[config.mk]
export PLATFORM = sky130hd
export DESIGN_NAME = regfile_stream_reader_flat
export DESIGN_NICKNAME = d
export VERILOG_FILES = /design/src/rtl/regfile_stream_reader_if.sv /design/src/rtl/regfile_stream_reader.sv /design/src/flat_wrapper.sv
export SDC_FILE = /design/constraint.sdc
export NUM_CORES = 1
export LEC_CHECK = 0
export CAP_MARGIN = 30
export CELL_PAD_IN_SITES_DETAIL_PLACEMENT = 1
export CELL_PAD_IN_SITES_GLOBAL_PLACEMENT = 2
export CORE_ASPECT_RATIO = 0.6
export CORE_MARGIN = 2
export CORE_UTILIZATION = 32
export DETAILED_ROUTE_END_ITERATION = 7
export GPL_TIMING_DRIVEN = 0
export PLACE_DENSITY_LB_ADDON = 0.25
export SLEW_MARGIN = 25
export SYNTH_ARGS = -nofsm -noshare
export SYNTH_HDL_FRONTEND = slang
export SYNTH_SLANG_ARGS = --single-unit
[constraint.sdc]
create_clock -name clock -period 2.3 [get_ports clock]
set_input_delay 0.46 -clock clock [delete_from_list [all_inputs] [get_ports clock]]
set_output_delay 0.46 -clock clock [all_outputs]
set_load 0.05 [all_outputs]
[src/rtl/regfile_stream_reader_if.sv]
// Command, register-file read port and output stream of regfile_stream_reader.
// The reader connects through the master modport; its environment uses slave.
interface regfile_stream_reader_if #(
    parameter int DATA_WIDTH  = 8,
    parameter int INDEX_WIDTH = 2
);
    logic                   start;
    logic [INDEX_WIDTH-1:0] start_index;
    logic [INDEX_WIDTH-1:0] count;
    logic [INDEX_WIDTH-1:0] read_index;
    logic [DATA_WIDTH-1:0]  read_data;
    logic [DATA_WIDTH-1:0]  out_data;
    logic                   out_valid;
    logic                   out_ready;
    logic                   busy;
    logic                   done;
    logic [DATA_WIDTH-1:0]  checksum;

    modport master (
        input  start, start_index, count, read_data, out_ready,
        output read_index, out_data, out_valid, busy, done, checksum
    );

    modport slave (
        output start, start_index, count, read_data, out_ready,
        input  read_index, out_data, out_valid, busy, done, checksum
    );
endinterface

[src/rtl/regfile_stream_reader.sv]
// Walks the register file read port from a start index, streams each word on
// a valid/ready output and finishes with a done pulse carrying a modular sum.
module regfile_stream_reader #(
    parameter int DATA_WIDTH  = 8,
    parameter int INDEX_WIDTH = 2
) (
    input  logic                    clock,
    input  logic                    clear,
    regfile_stream_reader_if.master bus
);
    localparam int                   DEPTH    = 2 ** INDEX_WIDTH;
    localparam logic [INDEX_WIDTH:0] REM_FULL = (INDEX_WIDTH + 1)'(DEPTH);
    localparam logic [INDEX_WIDTH:0] REM_ONE  = (INDEX_WIDTH + 1)'(1);

    typedef enum logic [1:0] {
        ST_IDLE  = 2'd0,
        ST_FETCH = 2'd1,
        ST_HOLD  = 2'd2,
        ST_DONE  = 2'd3
    } state_t;

    state_t                 state_r, state_next_s;
    logic [INDEX_WIDTH-1:0] idx_r, idx_next_s;
    logic [INDEX_WIDTH:0]   rem_r, rem_next_s;
    logic [DATA_WIDTH-1:0]  acc_r, acc_next_s;
    logic [DATA_WIDTH-1:0]  out_data_r, out_data_next_s;
    logic [DATA_WIDTH-1:0]  checksum_r, checksum_next_s;
    logic                   out_valid_r, out_valid_next_s;
    logic                   busy_r, busy_next_s;
    logic                   done_r, done_next_s;
    logic                   accept_s;

    // Index advance wraps naturally at the file depth.
    function automatic logic [INDEX_WIDTH-1:0] wrap_inc(input logic [INDEX_WIDTH-1:0] i);
        return i + INDEX_WIDTH'(1);
    endfunction

    function automatic logic [DATA_WIDTH-1:0] mod_add(input logic [DATA_WIDTH-1:0] a,
                                                      input logic [DATA_WIDTH-1:0] b);
        return a + b;
    endfunction

    // Next-state and next-register values for the walk.
    always_comb begin
        state_next_s     = state_r;
        idx_next_s       = idx_r;
        rem_next_s       = rem_r;
        acc_next_s       = acc_r;
        out_data_next_s  = out_data_r;
        checksum_next_s  = checksum_r;
        out_valid_next_s = out_valid_r;
        accept_s         = out_valid_r && bus.out_ready;
        case (state_r)
            ST_IDLE: begin
                if (bus.start) begin
                    idx_next_s   = bus.start_index;
                    rem_next_s   = (bus.count == '0) ? REM_FULL : {1'b0, bus.count};
                    acc_next_s   = '0;
                    state_next_s = ST_FETCH;
                end else begin
                    state_next_s = ST_IDLE;
                end
            end
            ST_FETCH: begin
                out_data_next_s  = bus.read_data;
                out_valid_next_s = 1'b1;
                state_next_s     = ST_HOLD;
            end
            ST_HOLD: begin
                if (accept_s) begin
                    acc_next_s       = mod_add(acc_r, out_data_r);
                    out_valid_next_s = 1'b0;
                    if (rem_r == REM_ONE) begin
                        checksum_next_s = mod_add(acc_r, out_data_r);
                        state_next_s    = ST_DONE;
                    end else begin
                        rem_next_s   = rem_r - REM_ONE;
                        idx_next_s   = wrap_inc(idx_r);
                        state_next_s = ST_FETCH;
                    end
                end else begin
                    state_next_s = ST_HOLD;
                end
            end
            ST_DONE: begin
                state_next_s = ST_IDLE;
            end
            default: begin
                state_next_s = ST_IDLE;
            end
        endcase
        // busy and done are registered from the state being entered.
        busy_next_s = (state_next_s != ST_IDLE);
        done_next_s = (state_next_s == ST_DONE);
    end

    // State and output registers; clear abandons any transfer at once.
    always_ff @(posedge clock or posedge clear) begin
        if (clear) begin
            state_r     <= ST_IDLE;
            idx_r       <= '0;
            rem_r       <= '0;
            acc_r       <= '0;
            out_data_r  <= '0;
            checksum_r  <= '0;
            out_valid_r <= 1'b0;
            busy_r      <= 1'b0;
            done_r      <= 1'b0;
        end else begin
            state_r     <= state_next_s;
            idx_r       <= idx_next_s;
            rem_r       <= rem_next_s;
            acc_r       <= acc_next_s;
            out_data_r  <= out_data_next_s;
            checksum_r  <= checksum_next_s;
            out_valid_r <= out_valid_next_s;
            busy_r      <= busy_next_s;
            done_r      <= done_next_s;
        end
    end

    assign bus.read_index = idx_r;
    assign bus.out_data   = out_data_r;
    assign bus.out_valid  = out_valid_r;
    assign bus.busy       = busy_r;
    assign bus.done       = done_r;
    assign bus.checksum   = checksum_r;
endmodule

[src/flat_wrapper.sv]
// flat-port wrapper written by rule: the top's interface ports become plain ports
module regfile_stream_reader_flat 
#(
    parameter int DATA_WIDTH  = 8,
    parameter int INDEX_WIDTH = 2
)
  (clock, clear, bus_start, bus_start_index, bus_count, bus_read_data, bus_out_ready, bus_read_index, bus_out_data, bus_out_valid, bus_busy, bus_done, bus_checksum);
  regfile_stream_reader_if #(.DATA_WIDTH(DATA_WIDTH), .INDEX_WIDTH(INDEX_WIDTH)) bus_i ();
  input  logic clock;
  input  logic clear;
  input wire logic [$bits(bus_i.start)-1:0] bus_start;
  input wire logic [$bits(bus_i.start_index)-1:0] bus_start_index;
  input wire logic [$bits(bus_i.count)-1:0] bus_count;
  input wire logic [$bits(bus_i.read_data)-1:0] bus_read_data;
  input wire logic [$bits(bus_i.out_ready)-1:0] bus_out_ready;
  output wire logic [$bits(bus_i.read_index)-1:0] bus_read_index;
  output wire logic [$bits(bus_i.out_data)-1:0] bus_out_data;
  output wire logic [$bits(bus_i.out_valid)-1:0] bus_out_valid;
  output wire logic [$bits(bus_i.busy)-1:0] bus_busy;
  output wire logic [$bits(bus_i.done)-1:0] bus_done;
  output wire logic [$bits(bus_i.checksum)-1:0] bus_checksum;
  assign bus_i.start = bus_start;
  assign bus_i.start_index = bus_start_index;
  assign bus_i.count = bus_count;
  assign bus_i.read_data = bus_read_data;
  assign bus_i.out_ready = bus_out_ready;
  assign bus_read_index = bus_i.read_index;
  assign bus_out_data = bus_i.out_data;
  assign bus_out_valid = bus_i.out_valid;
  assign bus_busy = bus_i.busy;
  assign bus_done = bus_i.done;
  assign bus_checksum = bus_i.checksum;
  regfile_stream_reader #(.DATA_WIDTH(DATA_WIDTH), .INDEX_WIDTH(INDEX_WIDTH)) u_core (.clock(clock), .clear(clear), .bus(bus_i));
endmodule
==> reports/qor.txt <==
Via/cell ratio - 4.96
WHS Path Cells - 2
Clk pin slew, worst setup/hold paths - 0.07 ns
Slew margin rel. - 50.8%
HPWL Detailed - 3.17 mm
Post-Syn Area per Cell - 11.7 µm²
CTS Buf Count - 5
Syn-to-layout area delta - 31.0%
Crit path kind - register to register
DP Area - 2180 µm²
Clock tree from TritonCTS - done
Async S/R FF share, synth - 100%
Multi-input logic area - 830 µm²
DRT antenna net count - 0
Routed WL per cell - 16.0 µm
Power density cells - 1660 nW/µm²
Drt drc - 0
DR iter-0 viols - 27
CP peak stage delay - 0.40 ns
Syn nets - 174
Worst-Skew Late Latency - 0.29 ns
Worst hold path type - register to register
Post-Syn Area - 1730 µm²
Sequential-to-total area share from yosys stat - 49.1%
Storage cell area - 851 µm²
Critical Path End Type - register
Num ports - 37
Global-route wire length before repair - 7.14 mm
N_diodes - 0
Initial Utilization - 33.8%
Setup TNS - 0 ns
Netlist cell types - 37
Global route overflow - 0
Placed insts - 250
Total number of vias - 1280
Setup WS post-layout - 0.188 ns
Leak - 1.01 nW
Fin nets - 217
Pre-CTS WS - 0.109 ns
Chip height - 61.0 µm
R2R Path Start - u_core.bus.out_data[0]
Layout filler cell count - 558
Hold EP - u_core.acc_r[2]
Router iterations before antenna repair - 3
Tot GR Track Use - 15.5%
Detailed-route wire length - 4.13 mm
Die width - 99.0 µm
Area leader, netlist - dfrtp_1
Pins Over Slew Limit - 0
Commonest non-fill, non-tap cell in the layout - clkdlybuf4s50_1
Pin count of the biggest net entering global routing - 35
Reg2Reg Setup Slack - 0.19 ns
Min-delay src - u_core.acc_r[2]
DIE AREA - 6040 µm²
CP Max Fanout - 3
Warnings from Yosys - 0
Period utilization - 91.8%
H-tree levels - 2
Top FF cell, synth - dfrtp_1
Post-synth top area share - 49.1%
Commonest non-fill, non-tap cells in the layout - clkdlybuf4s50_1 (36), dfrtp_1 (34), mux2_2 (15)
Vias in the first global route - 1458
Status - finished, final reports clean
Post-CTS Setup Bufs - 0
Syn Inst Count - 148
Critical Path RT - 2.48 ns
Final worst path period need - 2.11 ns
Final setup viols - 0
Unrepaired setup endpoints after global routing - false
Cell family with most CP delay - adder cells
Arr. time, crit path - 2.29 ns
Placer congestion estimate - 0.762
CP Launch Type - register
Finished Cell Area - 2270 µm²
Layout cell share with drive strength beyond 1 - 17.7%
# clock sinks - 34
Fin util - 44.3%
Clock skew - 0.00741 ns
Final Hold Fails - 0
Port buffer count - 36
Core Region - 5130 µm²
Highest clock rate - 473 MHz
CP cell instances - ha_1, fa_2, a211oi_1, o21bai_1, a21oi_1, xnor2_1, mux2_2
Max clock buf depth - 2
Cell row count - 20
Synth Register Bits - 34
Max Cap Viol - 0
Slew @ Worst Pin - 0.737 ns
Number of enable flip-flop cells after synthesis - 0
Initial antenna violation count - 0
Buf/Inv on CP - 0
Peak VDD IR - 0.677 mV
Final Non-Filler Cells - 258
Cells on worst reg2reg path - 7
Clock root cell - clkbuf_8
Crit-path slowest cell - dfrtp_1
R2r endpoint - u_core.bus.checksum[6]
Area contributors post-synth - dfrtp_1 (49%), mux2_2 (9.7%), ha_1 (6.5%)
-- state kept, by name (all words and copies together) (netlist names) --
register,count
u_core.bus.done,1
u_core.bus.checksum,8
u_core.bus.out_data,8
u_core.acc_r,8
u_core.bus.busy,1
u_core.rem_r,3
u_core.bus.read_index,2
u_core.state_r,2
u_core.bus.out_valid,1
-- worst register-to-register path: stages (launching register included) --
cell and delay (ns):
dfrtp_1 0.40, ha_1 0.26, fa_2 0.39, a211oi_1 0.22
o21bai_1 0.12, a21oi_1 0.22, xnor2_1 0.12, mux2_2 0.27
-- cell families (layout without fill, tap and decap cells) --
logic type / after synthesis / count (layout) / share of synthesized area (%)
buf+inv: 9 / 53 / 3.25
xor+xnor: 7 / 7 / 4.33
mux: 16 / 16 / 10.3
flops: 34 / 34 / 49.1
simple gates: 35 / 35 / 10.4
compound gates: 37 / 37 / 15.0
fa+ha+maj: 10 / 10 / 7.65
-- synth_stat cells (2+ instances only) --
| cell type | number |
|---|---|
| o21bai_1 | 2 |
| buf_6 | 3 |
| mux2_2 | 15 |
| nand3_1 | 4 |
| inv_1 | 4 |
| a21oi_1 | 11 |
| nor3b_1 | 2 |
| a22o_1 | 4 |
| nand2b_1 | 2 |
| a21o_1 | 3 |
| o21ai_0 | 7 |
| xnor2_1 | 6 |
| nand2_1 | 10 |
| nor2_1 | 9 |
| dfrtp_1 | 34 |
| clkbuf_1 | 2 |
| a211oi_1 | 2 |
| ha_1 | 9 |
-- layout make-up --
type                    instances  area share, %
plain buffers                   5           1.82
clock buffers                   7           3.80
clock inverters                 1          0.220
inverters                       4          0.661
multi-input cells             105           36.5
flip-flops and latches         34           37.5
well taps                      66           3.64
repair buffers                 36           15.9
-- metrics by stage --
stage / power, mW / hold WS, ns
final: 3.77 / 0.513
after global routing: 4.05 / 0.541
after CTS: 3.81 / 0.519
after detailed placement: 3.33 / 0.499
after global placement: 3.24 / 0.471
after floorplan: 2.65 / 0.452
-- power breakdown --
part	leakage [nW]	total [mW]	switching [mW]	internal [mW]
Clock	0.0482	0.460	0.219	0.242
Combinational	0.530	2.25	1.35	0.899
Sequential	0.430	1.06	0.201	0.856
Total	1.01	3.77	1.77	2.00
-- what timing repair did --
action,in CTS,in global routing
resized for setup,0,1
hold buffers,0,0
endpoints found under the setup margin,0,1
-- routing by layer --
layer,GRT usage [%],up-vias,wire (µm)
met3,4.54,8,177
met4,5.28,0,52
li1,-,615,-
met2,25.1,22,1860
met5,0,-,0
met1,20.6,635,2040
-- worst max path at each step --
stage / cells after the start / endpoint / slack [ns] / from
after detailed placement: 7 / u_core.bus.checksum[6] / 0.11 / u_core.bus.out_data[0]
after floorplan: 7 / u_core.bus.checksum[6] / 0.08 / u_core.bus.out_data[0]
after global routing: 7 / u_core.bus.checksum[6] / 0.06 / u_core.bus.out_data[0]
after global placement: 5 / u_core.acc_r[4] / 0.11 / bus_start
final: 7 / u_core.bus.checksum[6] / 0.19 / u_core.bus.out_data[0]
after CTS: 7 / u_core.bus.checksum[6] / 0.09 / u_core.bus.out_data[0]
(Power assumes the default switching activity.)
